<file path="config.mk">
export PLATFORM = sky130hd
export DESIGN_NAME = pipeline_controller
export DESIGN_NICKNAME = d
export VERILOG_FILES = /design/src/rtl/pipe_ctrl_pkg.sv /design/src/rtl/forward_select.sv /design/src/rtl/pipeline_controller.sv
export SDC_FILE = /design/constraint.sdc
export NUM_CORES = 1
export LEC_CHECK = 0
export ABC_CLOCK_PERIOD_IN_PS = 3100
export CORE_MARGIN = 2
export CORE_UTILIZATION = 29
export DETAILED_ROUTE_END_ITERATION = 10
export DONT_BUFFER_PORTS = 1
export PLACE_DENSITY = 0.5
export SETUP_SLACK_MARGIN = 0.3
export SLEW_MARGIN = 5
export SYNTH_ARGS = -nofsm -noshare
export SYNTH_HDL_FRONTEND = slang
export SYNTH_SLANG_ARGS = --single-unit
export TNS_END_PERCENT = 30
</file>
<file path="constraint.sdc">
create_clock -name clk -period 3.1 [get_ports clk]
set_input_delay 0.31 -clock clk [delete_from_list [all_inputs] [get_ports clk]]
set_output_delay 0.31 -clock clk [all_outputs]
set_load 0.02 [all_outputs]
</file>
<file path="src/rtl/pipe_ctrl_pkg.sv">
`default_nettype none
// ============================================================================
// Module : pipe_ctrl_pkg
// Brief  : State/forwarding encodings and the XZR constant for the controller.
// Rev    : 1.0  initial release
// ============================================================================
package pipe_ctrl_pkg;

    typedef enum logic [1:0] {
        ST_INIT  = 2'd0,
        ST_RUN   = 2'd1,
        ST_STALL = 2'd2,
        ST_FLUSH = 2'd3
    } ctrl_state_t;

    localparam logic [1:0] FWD_RF  = 2'b00;
    localparam logic [1:0] FWD_WB  = 2'b01;
    localparam logic [1:0] FWD_MEM = 2'b10;

    localparam logic [4:0] XZR = 5'd31;

    // A write to XZR is discarded, so it can never be a forwarding source.
    function automatic logic reg_match(input logic we, input logic [4:0] rd,
                                       input logic [4:0] rs);
        return we && (rd != XZR) && (rd == rs);
    endfunction

endpackage
`default_nettype wire

</file>
<file path="src/rtl/forward_select.sv">
`default_nettype none
// ============================================================================
// Module : forward_select
// Brief  : Combinational ALU operand source select for one EX source register.
// Rev    : 1.0  initial release
// ============================================================================
module forward_select
    import pipe_ctrl_pkg::*;
(
    input  logic [4:0] i_src,
    input  logic [4:0] i_mem_rd,
    input  logic       i_mem_reg_write,
    input  logic [4:0] i_wb_rd,
    input  logic       i_wb_reg_write,
    output logic [1:0] o_fwd
);

    // MEM holds the younger result, so it takes priority over WB.
    always_comb begin
        o_fwd = FWD_RF;
        if (reg_match(i_mem_reg_write, i_mem_rd, i_src)) begin
            o_fwd = FWD_MEM;
        end else if (reg_match(i_wb_reg_write, i_wb_rd, i_src)) begin
            o_fwd = FWD_WB;
        end
    end

endmodule
`default_nettype wire

</file>
<file path="src/rtl/pipeline_controller.sv">
`default_nettype none
// ============================================================================
// Module : pipeline_controller
// Brief  : Hazard/stall/flush FSM with operand forwarding for a 5-stage pipe.
//          Optional performance counters enabled by macro PIPE_PERF_CNT_EN.
// Rev    : 1.0  initial release
// ============================================================================
module pipeline_controller
    import pipe_ctrl_pkg::*;
#(
    parameter int STARTUP_CYCLES = 2,
    parameter int CNT_W          = 32
) (
    input  logic             clk,
    input  logic             register_reset,
    input  logic [4:0]       id_rn,
    input  logic [4:0]       id_rm,
    input  logic             id_uses_rm,
    input  logic [4:0]       ex_rn,
    input  logic [4:0]       ex_rm,
    input  logic [4:0]       ex_rd,
    input  logic             ex_mem_read,
    input  logic             ex_reg_write,
    input  logic [4:0]       mem_rd,
    input  logic             mem_reg_write,
    input  logic [4:0]       wb_rd,
    input  logic             wb_reg_write,
    input  logic             mem_branch_taken,
    output logic             pc_write,
    output logic             if_id_write,
    output logic             id_ex_bubble,
    output logic             flush_if_id,
    output logic             flush_id_ex,
    output logic             flush_ex_mem,
    output logic [1:0]       fwd_a,
    output logic [1:0]       fwd_b,
    output logic [1:0]       ctrl_state,
    output logic [CNT_W-1:0] stall_count,
    output logic [CNT_W-1:0] flush_count
);

    localparam int unsigned        SU_W        = (STARTUP_CYCLES > 1) ? $clog2(STARTUP_CYCLES) : 1;
    localparam logic [SU_W-1:0]    c_init_last = SU_W'((STARTUP_CYCLES > 0) ? STARTUP_CYCLES - 1 : 0);

    ctrl_state_t      r_state;
    ctrl_state_t      w_state_next;
    logic [SU_W-1:0]  r_init_cnt;
    logic [SU_W-1:0]  w_init_cnt_next;
    logic             w_active;
    logic             w_load_use;
    logic             w_branch;
    logic             w_unused_ex_reg_write;

    assign w_unused_ex_reg_write = ex_reg_write;

    always_ff @(posedge clk) begin
        if (register_reset) begin
            r_state    <= ST_INIT;
            r_init_cnt <= '0;
        end else begin
            r_state    <= w_state_next;
            r_init_cnt <= w_init_cnt_next;
        end
    end

    assign w_active   = (r_state == ST_RUN) || (r_state == ST_STALL);
    assign w_load_use = w_active && ex_mem_read && (ex_rd != XZR) &&
                        ((ex_rd == id_rn) || (id_uses_rm && (ex_rd == id_rm)));
    assign w_branch   = w_active && mem_branch_taken;

    always_comb begin
        w_state_next    = r_state;
        w_init_cnt_next = r_init_cnt;
        pc_write        = 1'b1;
        if_id_write     = 1'b1;
        id_ex_bubble    = 1'b0;
        flush_if_id     = 1'b0;
        flush_id_ex     = 1'b0;
        flush_ex_mem    = 1'b0;
        case (r_state)
            ST_INIT: begin
                pc_write     = 1'b0;
                if_id_write  = 1'b0;
                flush_if_id  = 1'b1;
                flush_id_ex  = 1'b1;
                flush_ex_mem = 1'b1;
                if (r_init_cnt == c_init_last) begin
                    w_state_next = ST_RUN;
                end else begin
                    w_init_cnt_next = r_init_cnt + SU_W'(1);
                end
            end
            ST_RUN, ST_STALL: begin
                // A taken branch squashes the dependent instruction, so it beats the stall.
                if (w_branch) begin
                    flush_if_id  = 1'b1;
                    flush_id_ex  = 1'b1;
                    flush_ex_mem = 1'b1;
                    w_state_next = ST_FLUSH;
                end else if (w_load_use) begin
                    pc_write     = 1'b0;
                    if_id_write  = 1'b0;
                    id_ex_bubble = 1'b1;
                    w_state_next = ST_STALL;
                end else begin
                    w_state_next = ST_RUN;
                end
            end
            default: begin
                w_state_next = ST_RUN;
            end
        endcase
        if (register_reset) begin
            pc_write     = 1'b0;
            if_id_write  = 1'b0;
            id_ex_bubble = 1'b0;
            flush_if_id  = 1'b1;
            flush_id_ex  = 1'b1;
            flush_ex_mem = 1'b1;
        end
    end

    assign ctrl_state = register_reset ? ST_INIT : r_state;

    forward_select u_fwd_a (
        .i_src           (ex_rn),
        .i_mem_rd        (mem_rd),
        .i_mem_reg_write (mem_reg_write),
        .i_wb_rd         (wb_rd),
        .i_wb_reg_write  (wb_reg_write),
        .o_fwd           (fwd_a)
    );

    forward_select u_fwd_b (
        .i_src           (ex_rm),
        .i_mem_rd        (mem_rd),
        .i_mem_reg_write (mem_reg_write),
        .i_wb_rd         (wb_rd),
        .i_wb_reg_write  (wb_reg_write),
        .o_fwd           (fwd_b)
    );

`ifdef PIPE_PERF_CNT_EN
    logic [CNT_W-1:0] r_stall_cnt;
    logic [CNT_W-1:0] r_flush_cnt;

    always_ff @(posedge clk) begin
        if (register_reset) begin
            r_stall_cnt <= '0;
            r_flush_cnt <= '0;
        end else begin
            if (id_ex_bubble && !(&r_stall_cnt)) begin
                r_stall_cnt <= r_stall_cnt + CNT_W'(1);
            end
            // Startup flushes are housekeeping, not branch penalties.
            if (flush_ex_mem && (r_state != ST_INIT) && !(&r_flush_cnt)) begin
                r_flush_cnt <= r_flush_cnt + CNT_W'(1);
            end
        end
    end

    assign stall_count = r_stall_cnt;
    assign flush_count = r_flush_cnt;
`else
    assign stall_count = '0;
    assign flush_count = '0;
`endif

endmodule
`default_nettype wire
</file>
---- Yosys cells after proc, flatten, opt, wreduce, memory -nomap -nowiden ----
Index checks and enable logic that the tools add are counted.
word-level totals
  register bits ........................... 3
  input port bits ......................... 43
  logic and storage cells ................. 51
operators by class
  $add $sub $neg .......................... 1
  equality and inequality tests ........... 12
  muxes and demuxes ....................... 21
  reductions and logical operators ........ 15
operator list
  operator               number
  $eq A5 B5 Y1           6
  $ne A5 B5 Y1 const B   3
  $mux W1                12
  $mux W2                6
  $logic_and A1 B1 Y1    11
  $pmux W1 S2            2
  $pmux W2 S2            1
  $eq A2 B1 Y1 const B   1
  $eq A2 B2 Y1 const B   1
  $logic_not A2 Y1       1
  $logic_or A1 B1 Y1     2
  $ne A2 B2 Y1 const B   1
  $reduce_or A2 Y1       1
  $add A1 B1 Y1 const B  1

---- Longest topological paths before layout ----
Gate-level depths: netlist of the first run.
  depth after elaboration ................. 9
  mapped depth ............................ 6

---- Modules after synthesis ----
From an unflattened synthesis of the first run, not the netlist that was laid out.
second synthesis, totals
  cell total of the unflattened synthesis .. 148
  area, all modules ....................... 1122.3 µm²
by module, submodules not included
  module               instances  cells an instance  area an instance (µm²)  sequential area each (µm²)
  pipeline_controller  1          110                837.1                   60.1
  forward_select       2          19                 142.6                   0.0

---- Worst setup path before layout of the first run ----
Ideal clock, no wire load.
  path type ............................... flip-flop to output port
  from .................................... register r_state[0]
  to ...................................... output port pc_write
  data arrival time ....................... 1.732 ns
  required time ........................... 2.790 ns
  path slack .............................. 1.058 ns
  stages on the path, launching flop included .. 7
  path through ............................ dfxtp_1 -> inv_1 -> ha_1 -> o211ai_1 -> nor3_2 -> nor3_1 -> buf_4
on the way
  longest elaborated chain between the ends .. 9
  elaborated cells between the ends (all ways) .. 13
  those cells by class .................... 2 x eq/ne; 4 x mux; 7 x reduce/logical
RTL lines
  item                                          line                       text
  start, declared                               pipeline_controller.sv:45  ctrl_state_t r_state;
  start signal, assigned                        pipeline_controller.sv:61  r_state <= w_state_next;
  $eq A2 B1 Y1 or $eq A2 B2 Y1 (tied branches)  n/a
  $logic_or A1 B1 Y1                            pipeline_controller.sv:66  assign w_active = (r_state == ST_RUN) || (r_state == ST_STALL);
  $logic_and A1 B1 Y1 (3 in series)             pipeline_controller.sv:67  assign w_load_use = w_active && ex_mem_read && (ex_rd != XZR) &&
  $mux W1 (2 in series)                         n/a
  $pmux W1 S2 (*)                               n/a
  $mux W1 (*)                                   n/a
  end, declared                                 pipeline_controller.sv:29  output logic pc_write,
Every way passes the cells marked *; elsewhere a longest branch is shown, timed or not.

---- Final worst setup path of the first run ----
  from .................................... input port wb_rd[3]
  to ...................................... output port fwd_b[0]
on the way
  longest elaborated chain between the ends .. 5
  elaborated cells between the ends (all ways) .. 6
  those cells by class .................... 2 x eq/ne; 2 x mux; 2 x reduce/logical
RTL lines
  item                     line                       text
  start, declared          pipeline_controller.sv:26  input logic [4:0] wb_rd,
  $ne A5 B5 Y1             pipe_ctrl_pkg.sv:25        return we && (rd != XZR) && (rd == rs);
  $logic_and A1 B1 Y1      pipe_ctrl_pkg.sv:25
  $logic_and A1 B1 Y1 (*)  pipe_ctrl_pkg.sv:25
  $mux W1 (*)              forward_select.sv:23       end else if (reg_match(i_wb_reg_write, i_wb_rd, i_src)) begin
  $mux W2 (*)              forward_select.sv:21       if (reg_match(i_mem_reg_write, i_mem_rd, i_src)) begin
  end, declared            pipeline_controller.sv:36  output logic [1:0] fwd_b,
Marks and branches as above.

==> out/metrics.json, run 1 <==
{
  "global_routing": {
    "grt-ovfl-total": 0,
    "grt_first_pass_wirelength_um": 2150,
    "grt_start_max_net_pins": 8,
    "grt_antenna_before_repair": 0,
    "first_global_vias": 591,
    "grtUsageTotal_pct": 6.67
  },
  "clocking": {
    "cts_made_buffers": 3,
    "worstSkewPairLatency_ns": 0.21,
    "clock_tree_from_tritoncts": "built",
    "clkSinkCount": 3,
    "clk_root_buffer_cell": "sky130_fd_sc_hd__clkbuf_8",
    "cts_setup_buffers": 0,
    "cts-htree-levels": 1,
    "postCtsHoldBufs": 0,
    "cts_repair_resize_count": 0,
    "clock_path_buffers": 2,
    "cts.clk_slew.worst_paths_ns": 0.03
  },
  "cells_and_area": {
    "final_instance_count_excl_fillers": 196,
    "multi_input_comb_area_um2": 738,
    "area.sequential_um2": 60.1,
    "fill_cells": 407,
    "finalNetCount": 194,
    "drive_gt1_share_pct": 6.08,
    "antenna_cells_inserted": 0,
    "flow.area_growth_from_synthesis_pct": -11.5
  },
  "yosys": {
    "netlist-cell-type-count": 24,
    "postSynthCellCount": 143,
    "synth_seq_area_share_pct": 5.58,
    "postSynthRegisterBits": 3,
    "synth_async_sr_flop_share_pct": 0,
    "synth_warnings": 0,
    "synth.cell_area_mm2": 0.00108,
    "syn_area_per_cell_um2": 7.52,
    "synth_top_flop_cell": "sky130_fd_sc_hd__dfxtp_1",
    "synth_top_area_share_pct": 46.7,
    "number_of_enable_type_register_cells_in_the_synthesized_netlist": 0,
    "synth_top_cell_by_area": "sky130_fd_sc_hd__buf_4",
    "synth_top_cells_by_area": "sky130_fd_sc_hd__buf_4, sky130_fd_sc_hd__xor2_1, sky130_fd_sc_hd__xnor2_1"
  },
  "drt": {
    "dr_wl_met2_um": 881,
    "totalWireLength_um": 1640,
    "highest_layer": "met4",
    "first_iter_violations": 18,
    "route.antenna.remaining_nets": 0,
    "detailroute.wirelength.met3_um": 349,
    "post_drt_wl_per_cell_um": 8.37,
    "detailroute.via_count": 710,
    "drt-pass1-iter-count": 2,
    "drt-met1-wl_um": 393,
    "post-route-drc-count": 0,
    "post_drt_via_cell_ratio": 3.62
  },
  "critical_path": {
    "worstSetupPathType": "in -> out",
    "arrival_ns": 1.67,
    "setup.worst_path.start_class": "input port",
    "critical_path.endpoint_type": "output pin",
    "required_ns": 2.79,
    "timing.critical_path.fanout_max": 3
  },
  "sta": {
    "hold_viol": 0,
    "maxSlewHeadroom_pct": 40.9,
    "worst_clock_skew_ns": 0.00105,
    "grt_setup_unrepaired": "false",
    "setup_violations": 0,
    "setup-tns-final_ns": 0,
    "share_of_the_clock_period_used_by_the_worst_path_after_layout_pct": 63.9,
    "report.final.slew_viol_count": 0,
    "final.min_clock_period_ns": 1.98,
    "fmaxAchievable_mhz": 505,
    "worst-slew-pin-transition_ns": 0.878
  },
  "die": {
    "start_util_pct": 29.8,
    "fp-row-count": 22,
    "die_area_mm2": 0.00421,
    "die_y_um": 64.9,
    "fp.dieW_um": 64.9,
    "fp.coreArea_mm2": 0.00361,
    "pin_count": 119
  },
  "power": {
    "leak_nw": 0.482,
    "vdd_ir_drop_max_uv": 66.1,
    "totalPowerFinal_w": 0.000309,
    "cellPowerDensity_mw_per_mm2": 324
  },
  "placed_design": {
    "place.port_buffers": 0,
    "hpwlAfterDp_um": 1540,
    "gpl.final_weighted_congestion": 0.673,
    "placed_cells_incl_taps": 192
  },
  "run": {
    "max_cap_viol_count": 0
  },
  "outcome": {
    "outcome": "completed"
  },
  "min_path": {
    "hold_path.class": "in -> reg"
  }
}
-- kinds of logic (layout without fill, tap and decap cells) --
group | Yosys count | in the layout | share of synthesized area [%]
other | 1 | 64 | 0.349
xor gates and xnor gates | 30 | 30 | 24.4
and+or+nand+nor | 28 | 28 | 13.8
DFF | 3 | 3 | 5.58
adders and majority gates | 2 | 2 | 2.33
buffers and inverters | 70 | 12 | 47.8
AOI/OAI and AO/OA | 9 | 9 | 5.70
-- state kept, by name (all words and copies together), names as in the netlist --
register and count:
r_init_cnt 1, r_state 2
-- path summary, 6_finish.rpt --
path	cells after the start	endpoint	slack, ns	startpoint
max	4	fwd_b[0]	1.12	wb_rd[3]
min	1	r_init_cnt	0.17	register_reset
max reg2reg	5	r_state[1]	1.73	r_state[0]
min reg2reg	2	r_init_cnt	0.45	r_init_cnt
-- layer usage --
| metal | vias to the layer above | track usage [%] |
|---|---|---|
| met5 | - | 0 |
| met4 | 0 | 4.79 |
| met3 | 2 | 3.47 |
| met2 | 72 | 13.0 |
| met1 | 290 | 4.70 |
| li1 | 346 | - |
-- layout by cell type (no fill, tap or decap), types with 3 or more instances in the layout --
cell / n
sky130_fd_sc_hd__clkbuf_8: 3
sky130_fd_sc_hd__nand2_1: 3
sky130_fd_sc_hd__nor2_1: 6
sky130_fd_sc_hd__nand3_1: 5
sky130_fd_sc_hd__nor4_1: 5
sky130_fd_sc_hd__xor2_1: 23
sky130_fd_sc_hd__nor3_1: 3
sky130_fd_sc_hd__inv_1: 3
sky130_fd_sc_hd__dfxtp_1: 3
sky130_fd_sc_hd__conb_1: 64
sky130_fd_sc_hd__buf_4: 5
sky130_fd_sc_hd__xnor2_1: 7
-- Yosys cell counts (all sizes together), types with 2 or more instances --
library cell	number
buf	67
xor2	23
xnor2	7
nor2	6
nand3	5
nor4	5
nor3	4
dfxtp	3
inv	3
nand2	3
o21ai	3
ha	2
or4	2
-- cell type report --
type,instances,area share [%]
multi-input combinational,133,77.5
sequential,3,6.31
tap,48,6.31
clock buffer,4,4.73
timing repair buffer,5,3.94
inverter,3,1.18
-- worst max-delay path, stage by stage --
cell	delay (ns)
sky130_fd_sc_hd__nand3_1	0.05
sky130_fd_sc_hd__o21ai_0	0.08
sky130_fd_sc_hd__or4_1	0.55
sky130_fd_sc_hd__nor4_1	0.68
-- metrics by stage --
step	instance area, um2	hold WS (ns)	utilization [%]	setup WS [ns]
5_1_grt	952	0.158	26.4	1.02
3_3_place_gp	907	0.388	25.2	1.10
4_1_cts	952	0.159	26.4	1.11
2_1_floorplan	1310	0.382	-	1.06
3_5_place_dp	907	0.386	25.2	1.11
6_report	952	0.167	26.4	1.12
-- where the power goes --
group | total (W) | switching [W] | internal, W
Combinational | 0.000151 | 0.000113 | 0.0000382
Clock | 0.000112 | 0.0000248 | 0.0000876
Sequential | 0.0000450 | 0.00000209 | 0.0000429
Total | 0.000309 | 0.000140 | 0.000169
No activity file was read; power rests on OpenSTA's default activity.
==> inputs of run 2 (changes only) <==
--- a/config.mk
+++ b/config.mk
@@ -5,12 +5,12 @@
 export SDC_FILE = /design/constraint.sdc
 export NUM_CORES = 1
 export LEC_CHECK = 0
-export ABC_CLOCK_PERIOD_IN_PS = 3100
+export ABC_CLOCK_PERIOD_IN_PS = 1650
 export CORE_MARGIN = 2
 export CORE_UTILIZATION = 29
 export DETAILED_ROUTE_END_ITERATION = 10
 export DONT_BUFFER_PORTS = 1
-export PLACE_DENSITY = 0.5
+export PLACE_DENSITY = 0.51
 export SETUP_SLACK_MARGIN = 0.3
 export SLEW_MARGIN = 5
 export SYNTH_ARGS = -nofsm -noshare
==> constraint.sdc (replaced) <==
create_clock -name clk -period 1.65 [get_ports clk]
set_input_delay 0.165 -clock clk [delete_from_list [all_inputs] [get_ports clk]]
set_output_delay 0.165 -clock clk [all_outputs]
set_load 0.02 [all_outputs]
==> run 2 against run 1 <==
Net effect:
- global-route usage is 1.8 points higher
- clock power increased by 91%
- clock skew is 0.0018 ns higher
- flip-flop and latch count is the same
- setup slack worse by 1.1 ns
- core utilization increased by 4.0 points
- via count is 6.5% higher
- largest cell class unchanged
- highest routed layer is now met3
==> out/metrics.json, run 2 (synthesized netlist as in run 1, its figures left out) <==
{
  "cells_and_area": {
    "most_used_cells_in_the_layout_excluding_fill_and_tap_cells": "sky130_fd_sc_hd__conb_1, sky130_fd_sc_hd__xor2_1, sky130_fd_sc_hd__buf_4",
    "antenna_cells_inserted": 0,
    "stdcell_area_mm2": 0.00110,
    "final_instance_count_excl_fillers": 204,
    "final_common_cell": "sky130_fd_sc_hd__conb_1",
    "number_of_flip_flops_under_the_largest_register_name": 2,
    "flow.area_growth_from_synthesis_pct": 1.86,
    "largest-register": "r_state",
    "finalNetCount": 202,
    "largestRegisters": "r_state (2), r_init_cnt (1)",
    "drive_gt1_share_pct": 19.9
  },
  "placed_design": {
    "hpwlAfterDp_um": 1790,
    "gpl.final_weighted_congestion": 0.733,
    "placed_cells_incl_taps": 193,
    "place.port_buffers": 0,
    "place_area_um2": 975
  },
  "sta": {
    "fmaxAchievable_mhz": 609,
    "report.final.slew_viol_count": 0,
    "worst_clock_skew_ns": 0.00288,
    "grt_setup_unrepaired": "true",
    "share_of_the_clock_period_used_by_the_worst_path_after_layout_pct": 99.6,
    "hold_viol": 0,
    "whs_ns": 0.00297,
    "setup_violations": 0,
    "final.min_clock_period_ns": 1.64
  },
  "global_routing": {
    "grt_antenna_before_repair": 0,
    "grt_start_max_net_pins": 8,
    "grt_first_pass_wirelength_um": 2860,
    "grtUsageTotal_pct": 8.49,
    "grt-ovfl-total": 0,
    "first_global_vias": 726
  },
  "drt": {
    "route.antenna.remaining_nets": 0,
    "post-route-drc-count": 0,
    "first_iter_violations": 16,
    "detailroute.via_count": 756,
    "post_drt_via_cell_ratio": 3.71,
    "totalWireLength_um": 2000,
    "post_drt_wl_per_cell_um": 9.78,
    "drt-pass1-iter-count": 4
  },
  "critical_path": {
    "worstSetupPathType": "reg -> out",
    "critical_path.endpoint_type": "output pin",
    "required_ns": 1.48,
    "arrival_ns": 1.48,
    "timing.critical_path.fanout_max": 3,
    "setup.worst_path.start_class": "flip-flop"
  },
  "clocking": {
    "cts.clk_slew.worst_paths_ns": 0.03,
    "clock_tree_from_tritoncts": "built",
    "cts-htree-levels": 1,
    "clkSinkCount": 3,
    "postCtsHoldBufs": 0,
    "clock_path_buffers": 2,
    "worstSkewPairLatency_ns": 0.22,
    "cts_made_buffers": 3,
    "clk_root_buffer_cell": "sky130_fd_sc_hd__clkbuf_8"
  },
  "die": {
    "die_area_mm2": 0.00421,
    "start_util_pct": 29.8,
    "die_y_um": 64.9,
    "fp.dieW_um": 64.9,
    "fp-row-count": 22,
    "fp.coreArea_mm2": 0.00361,
    "pin_count": 119
  },
  "min_path": {
    "hold_path.class": "in -> reg"
  },
  "power": {
    "vdd_ir_drop_max_uv": 191,
    "leak_nw": 0.529,
    "cellPowerDensity_mw_per_mm2": 587
  },
  "run": {
    "max_cap_viol_count": 0
  },
  "outcome": {
    "outcome": "completed"
  }
}
## run 2: where the power goes
part | switching, W | internal [W] | leakage, nW
logic | 0.000237 | 0.000108 | 0.481
clock network | 0.0000494 | 0.000165 | 0.0228
registers | 0.00000381 | 0.0000816 | 0.0255
## run 2: layout make-up
type,count,area (um2)
clock buffers,4,45.0
fillers,391,2510
inverters,3,11.3
multi-input cells,133,812
flip-flops and latches,3,62.6
well taps,48,60.1
repair buffers,13,105
## run 2: critical path, cell delays in order, from the launching register on
cell	delay, ns
sky130_fd_sc_hd__dfxtp_2	0.32
sky130_fd_sc_hd__inv_2	0.05
sky130_fd_sc_hd__ha_4	0.23
sky130_fd_sc_hd__o211ai_1	0.13
sky130_fd_sc_hd__nor3_2	0.06
sky130_fd_sc_hd__buf_4	0.15
sky130_fd_sc_hd__nor3_4	0.16
sky130_fd_sc_hd__buf_6	0.16
## run 2: per-stage QoR
step	util [%]	TNS, ns	power, W	setup WS [ns]
2_1_floorplan	-	0	0.000495	0.164
3_3_place_gp	27.0	0	0.000394	0.0457
3_5_place_dp	27.0	0	0.000393	0.0613
4_1_cts	29.8	0	0.000632	0.0104
5_1_grt	30.4	-0.197	0.000684	-0.0745
6_report	30.4	0	0.000644	0.00738
## run 2: worst paths after layout
path                   from         end  slack [ns]  depth (start not counted)
max              r_state[1]    pc_write       0.007                          7
min          register_reset  r_state[0]       0.003                          1
max reg2reg      r_state[1]  r_state[0]        0.35                          7
min reg2reg      r_init_cnt  r_init_cnt        0.47                          2
## run 2: what timing repair did
action	in CTS	in global routing
endpoints found under the hold margin	0	1
gates resized for setup	1	5
pin swaps	4	8
setup buffers	7	0
endpoints found under the setup margin	9	10
## run 2: routing by layer
layer  GRT usage, %  wire length, um  up-vias  part of all wire [%]
met5              0                0        -                     0
met4           3.19                0        0                     0
met3           2.26              290        0                    15
li1               -                -      363                     -
met2           17.3             1090       69                    54
met1           7.84              618      324                    31
